<file path="config.mk">
export PLATFORM = sky130hd
export DESIGN_NAME = kyber_hpm_sequencer
export DESIGN_NICKNAME = d
export VERILOG_FILES = /design/src/rtl/kyber_hpm_sequencer.sv
export SDC_FILE = /design/constraint.sdc
export NUM_CORES = 2
export LEC_CHECK = 0
export CORE_ASPECT_RATIO = 1.75
export CORE_MARGIN = 3
export CORE_UTILIZATION = 41
export DETAILED_ROUTE_END_ITERATION = 10
export HOLD_SLACK_MARGIN = 0.03
export PLACE_DENSITY_LB_ADDON = 0.05
export SKIP_LAST_GASP = 1
export SLEW_MARGIN = 10
export SYNTH_ARGS = -nofsm -noshare
export SYNTH_HDL_FRONTEND = slang
export SYNTH_SLANG_ARGS = --single-unit
</file>
<file path="constraint.sdc">
create_clock -name clk -period 8.4 [get_ports clk]
set_input_delay 2.1 -clock clk [delete_from_list [all_inputs] [get_ports clk]]
set_output_delay 2.1 -clock clk [all_outputs]
set_load 0.01 [all_outputs]
</file>
<file path="src/rtl/kyber_hpm_sequencer.sv">
// Stream front-end and command sequencer for the single-PE Kyber half polynomial multiplier.
// Buffers A and B, bursts them into the PE, runs FNTT/PWM2/INTT, then re-orders and drains the result.
module kyber_hpm_sequencer #(
   parameter int N         = 256,
   parameter int CW        = 12,
   parameter int DONE_MASK = 2,
   parameter int RD_LAT    = 3
) (
   input  logic          clk,
   input  logic          reset,
   input  logic          s_valid,
   output logic          s_ready,
   input  logic [CW-1:0] s_data,
   output logic          m_valid,
   input  logic          m_ready,
   output logic [CW-1:0] m_data,
   output logic          m_last,
   output logic          busy,
   output logic          load_a_f,
   output logic          load_a_i,
   output logic          load_b_f,
   output logic          load_b_i,
   output logic          read_a,
   output logic          read_b,
   output logic          start_ab,
   output logic          start_fntt,
   output logic          start_pwm2,
   output logic          start_intt,
   output logic [CW-1:0] pe_din,
   input  logic [CW-1:0] pe_dout,
   input  logic          pe_done
);

   localparam int AW    = $clog2(N);
   localparam int CNT_W = $clog2(N + RD_LAT + 1);

   localparam logic [CNT_W-1:0] C_ONE    = CNT_W'(1);
   localparam logic [CNT_W-1:0] C_N      = CNT_W'(N);
   localparam logic [CNT_W-1:0] C_NM1    = CNT_W'(N - 1);
   localparam logic [CNT_W-1:0] C_NM2    = CNT_W'(N - 2);
   localparam logic [CNT_W-1:0] C_ARM    = CNT_W'(DONE_MASK + 1);
   localparam logic [CNT_W-1:0] C_RD_LAT = CNT_W'(RD_LAT);
   localparam logic [CNT_W-1:0] C_RD_END = CNT_W'(RD_LAT + N - 1);

   typedef enum logic [3:0] {
      FILL_A, BURST_A, GAP_A, FILL_B, BURST_B, GAP_B,
      OP_FNTT, OP_PWM2, OP_INTT, GAP_R, READ, DRAIN
   } state_t;

   state_t           state;
   logic [CNT_W-1:0] cnt;
   logic [CW-1:0]    mem [N];

   logic [AW-1:0]    rd_addr;
   logic [AW-1:0]    wr_addr;
   logic [CW-1:0]    rd_data;
   logic [CW-1:0]    wr_data;
   logic             wr_en;
   logic             s_fire;
   logic             m_fire;
   logic [CNT_W-1:0] smp;
   logic [AW-1:0]    smp_idx;

   assign s_ready  = (state == FILL_A) || (state == FILL_B);
   assign busy     = (state != FILL_A);
   assign load_a_i = 1'b0;
   assign load_b_f = 1'b0;
   assign read_b   = 1'b0;
   assign start_ab = 1'b0;

   assign s_fire  = s_valid && s_ready;
   assign m_fire  = m_valid && m_ready;

   // PE emits 0,N/2,1,N/2+1,...: sample j lands at {j[0], j[AW-1:1]}.
   assign smp     = cnt - C_RD_LAT;
   assign smp_idx = {smp[0], smp[AW-1:1]};

   always_comb begin
      // NOTE: every always_comb output gets a default first so no path leaves it unassigned (no latch).
      rd_addr = '0;
      unique case (state)
         BURST_A: rd_addr = cnt[AW-1:0];
         BURST_B: rd_addr = {cnt[AW-1:2], cnt[0], cnt[1]};
         DRAIN:   rd_addr = cnt[AW-1:0] + AW'(1);
         default: rd_addr = '0;
      endcase
   end

   assign wr_en   = s_fire || ((state == READ) && (cnt >= C_RD_LAT));
   assign wr_addr = s_fire ? cnt[AW-1:0] : smp_idx;
   assign wr_data = s_fire ? s_data : pe_dout;
   assign rd_data = mem[rd_addr];

   // NOTE: the coefficient buffer has no reset; its contents are always overwritten before being read.
   always_ff @(posedge clk) begin
      if (wr_en) mem[wr_addr] <= wr_data;
   end

   // NOTE: sequential state uses non-blocking assignments only, so every flop samples pre-edge values.
   always_ff @(posedge clk) begin
      if (reset) begin
         state      <= FILL_A;
         cnt        <= '0;
         load_a_f   <= 1'b0;
         load_b_i   <= 1'b0;
         read_a     <= 1'b0;
         start_fntt <= 1'b0;
         start_pwm2 <= 1'b0;
         start_intt <= 1'b0;
         pe_din     <= '0;
         m_valid    <= 1'b0;
         m_data     <= '0;
         m_last     <= 1'b0;
      end else begin
         load_a_f   <= 1'b0;
         load_b_i   <= 1'b0;
         read_a     <= 1'b0;
         start_fntt <= 1'b0;
         start_pwm2 <= 1'b0;
         start_intt <= 1'b0;
         unique case (state)
            FILL_A, FILL_B: begin
               if (s_fire) begin
                  if (cnt == C_NM1) begin
                     cnt <= '0;
                     if (state == FILL_A) begin
                        state    <= BURST_A;
                        load_a_f <= 1'b1;
                     end else begin
                        state    <= BURST_B;
                        load_b_i <= 1'b1;
                     end
                  end else begin
                     cnt <= cnt + C_ONE;
                  end
               end
            end
            BURST_A, BURST_B: begin
               // cycle 0 carries the load pulse; buffer word k appears on cycle k+1
               if (cnt == C_N) begin
                  pe_din <= '0;
                  cnt    <= '0;
                  state  <= (state == BURST_A) ? GAP_A : GAP_B;
               end else begin
                  pe_din <= rd_data;
                  cnt    <= cnt + C_ONE;
               end
            end
            GAP_A, GAP_B, GAP_R: begin
               if (cnt == C_ONE) begin
                  cnt <= '0;
                  if (state == GAP_A) begin
                     state <= FILL_B;
                  end else if (state == GAP_B) begin
                     state      <= OP_FNTT;
                     start_fntt <= 1'b1;
                  end else begin
                     state  <= READ;
                     read_a <= 1'b1;
                  end
               end else begin
                  cnt <= cnt + C_ONE;
               end
            end
            OP_FNTT, OP_PWM2, OP_INTT: begin
               // cnt saturates once the done mask has expired
               if (cnt == C_ARM) begin
                  if (pe_done) begin
                     cnt <= '0;
                     if (state == OP_FNTT) begin
                        state      <= OP_PWM2;
                        start_pwm2 <= 1'b1;
                     end else if (state == OP_PWM2) begin
                        state      <= OP_INTT;
                        start_intt <= 1'b1;
                     end else begin
                        state <= GAP_R;
                     end
                  end
               end else begin
                  cnt <= cnt + C_ONE;
               end
            end
            READ: begin
               if (cnt == C_RD_END) begin
                  state   <= DRAIN;
                  cnt     <= '0;
                  m_valid <= 1'b1;
                  m_data  <= rd_data;
                  m_last  <= 1'b0;
               end else begin
                  cnt <= cnt + C_ONE;
               end
            end
            DRAIN: begin
               if (m_fire) begin
                  if (cnt == C_NM1) begin
                     state   <= FILL_A;
                     cnt     <= '0;
                     m_valid <= 1'b0;
                     m_data  <= '0;
                     m_last  <= 1'b0;
                  end else begin
                     cnt    <= cnt + C_ONE;
                     m_data <= rd_data;
                     m_last <= (cnt == C_NM2);
                  end
               end
            end
            default: state <= FILL_A;
         endcase
      end
   end

endmodule

</file>
==> metrics <==
CP Launch Type=flop; cell taking the most area after synthesis=edfxtp_1; cell with the most instances after synthesis=edfxtp_1; Placed Cells=12,650; layout cells sized above 1=10.60%; part of the cycle the worst path needs=85.04%; average size of a mapped cell=14.29 µm²; synthesized flop and latch total=3,117; top area cells in the synthesized netlist=edfxtp_1 73%, nand2_1 4.9%, a211oi_1 2.9%, mux2i_1 2.2%, and3_1 1.9%; Non-Filler Instances=13,200; Critical Path AT=7.88 ns; main combinational cell family by area after synthesis=simple AND/OR/NAND/NOR gates; Yosys top cell area share=73.27%; CTS tree=yes; crit end category=flop; clock root cell=clkbuf_16; adder-cell area share of the yosys netlist=0.05963%; fraction of synthesized area in multiplexers=2.948%; chip width=424.9 µm; worst-margin pin slew=1.388 ns; Syn Inst Count=8,812; Final Hold Viols=0; Worst Hold Class=reg2reg; Yosys cell types=99; synth warn=0; global-route wire length before repair=700.7 mm; Hold Buf Count CTS=0; Port Buf Inserts=62; Area Overhead vs Synth=12.65%; total wire length=518.4 mm; final core occ=46.48%; Fin Clk Skew=0.03878 ns; power after layout=0.03144 W; leakage=45.91 nW; grt total ovfl=0; Final Cell Area=141,800 µm²; ys async rst share=0%; placed inst area=132,400 µm²; Hold Crit Depth=2; WL/cell=39.27 µm; Pre-Repair DR Iteration Count=7; simple-gate area share of the yosys netlist=10.88%; worst path required time=9.13 ns; max-cap viol count=0; fmax=140.0 MHz; synth cell count leaders=3,072 x edfxtp_1, 1,650 x nand2_1, 482 x a211oi_1, 402 x nand3_1, 383 x and3_1; Synth Flop Type=edfxtp_1; setup TNS=0 ns; Slew headroom=7.098%; largest net degree at the start of global routing=120; Die Area=314,000 µm²; Skew-Pair Late Insertion Delay=0.89 ns; maximum vdd drop=123.3 µV; fin nets=8,938; CTS buffer count=299; Slew Viols, Final=0; # setup viols final=0; vias in the first global route=80,910; H-tree depth=5; DRC viols=0; Vias=83,190; CTS clk-pin slew, worst paths=0.07 ns; clk sinks=3,117; I/O Pins=67; Post-CTS Resized=0; Die Ht=739.1 µm; Total Routing Usage GR=32.30%; postcts setup bufs=0; GPL Wtd Cong=0.9472; sequential fraction of the synthesis area=73.99%; Via-to-Cell Ratio=6.303; maximum root-to-sink buffer count=4; Post-Synth XOR/XNOR Area=0.04174%; initial antenna violation count=44; CP Max Fanout=21; R2R cell count=11; Cell Pwr Density=221.7 nW/µm²; Post-Syn Area=125,900 µm²; Core Region=305,100 µm²; number of flops mapped to enable cells by yosys=3,072; Starting Density=41.26%; status=finished, final reports clean; initial drt markers=9,717; critical path type=reg2reg; RSZ-0062 raised after global routing=no; ANT nets after route=0; num rows=268; post-DP HPWL=324.3 mm; Compound-Gate Fraction of Synth Area=9.248%; Tmin final=7.143 ns
[critical path: stages, from the launching register on]
cell,delay [ns]
dfxtp_1,0.92
ha_1,0.76
nand3_1,0.36
or3_1,0.47
a21oi_1,0.81
or2_2,0.82
nand2_1,0.63
a31oi_1,0.41
nand4_1,0.65
nand4_1,0.77
mux2_2,0.29
o21ai_0,0.07
[per-stage QoR]
stage                     setup WS [ns]  hold WS [ns]
after floorplan                   1.504        0.4697
after global placement            1.478        0.4971
after detailed placement          1.462        0.4924
after CTS                         1.477        0.5012
after global routing              1.239        0.5321
final                             1.257        0.5010
[kinds of logic (layout without fill, tap and decap cells)]
| kind of cell | Yosys count | count (layout) |
|---|---|---|
| other cells | 1 | 27 |
| buf+inv | 695 | 1005 |
| compound gates | 1614 | 1614 |
| xor+xnor | 6 | 6 |
| fa+ha+maj | 6 | 6 |
| flops | 3117 | 3117 |
| mux | 328 | 328 |
| simple gates | 3045 | 3045 |
[layer usage]
layer	global-route usage (%)	vias to the layer above	wire, µm
li1	-	34260	-
met5	0	-	160
met1	37.85	43390	182300
met4	22.26	22	44110
met3	5.598	1194	39520
met2	53.93	4330	252200
[where the power goes]
part | total [W] | switching [W] | leakage [nW] | internal (W)
clock network | 0.0135 | 0.00604 | 4.57 | 0.00744
logic | 0.000717 | 0.000633 | 13.3 | 0.0000845
registers | 0.0172 | 0.00000953 | 28.1 | 0.0172
[placed cells by master, fill, tap and decap left out, types with 100 or more instances in the layout]
cell type / Yosys / routed
a211oi_1: 482 / 482
a21oi_1: 100 / 100
a311oi_1: 180 / 176
a31oi_1: 247 / 246
and3_1: 383 / 382
buf_4: 99 / 338
clkbuf_16: 0 / 308
edfxtp_1: 3072 / 3072
mux2i_1: 283 / 283
nand2_1: 1650 / 1633
nand3_1: 402 / 396
nor2_1: 340 / 305
o21ai_0: 198 / 192
[cell type report]
type / instances / area (µm²)
Clock inverter: 149 / 1339
Inverter: 16 / 60.06
Antenna cell: 23 / 57.56
Multi-Input combinational cell: 5003 / 29690
Clock buffer: 374 / 7995
Sequential cell: 3117 / 93150
Fill cell: 26980 / 163300
Timing Repair Buffer: 466 / 4464
Tap cell: 4050 / 5067
[path summary, 6_finish.rpt]
check / start / end / slack (ns)
hold / removal: m_data[9]$_SDFFE_PP0P_ / m_data[9]$_SDFFE_PP0P_ / 0.50
setup reg to reg: cnt[0]$_SDFFE_PP0P_ / m_data[8]$_SDFFE_PP0P_ / 1.26
hold reg to reg: m_data[9]$_SDFFE_PP0P_ / m_data[9]$_SDFFE_PP0P_ / 0.50
setup / recovery: cnt[0]$_SDFFE_PP0P_ / m_data[8]$_SDFFE_PP0P_ / 1.26
[state kept, by name (all words and copies together), names as in the netlist]
name / cells
start_intt: 1
cnt: 9
load_a_f: 1
state: 4
mem: 3072
m_last: 1
read_a: 1
pe_din: 12
m_data: 12
start_pwm2: 1
m_valid: 1
load_b_i: 1
start_fntt: 1
No activity file was read; power rests on OpenSTA's default activity.
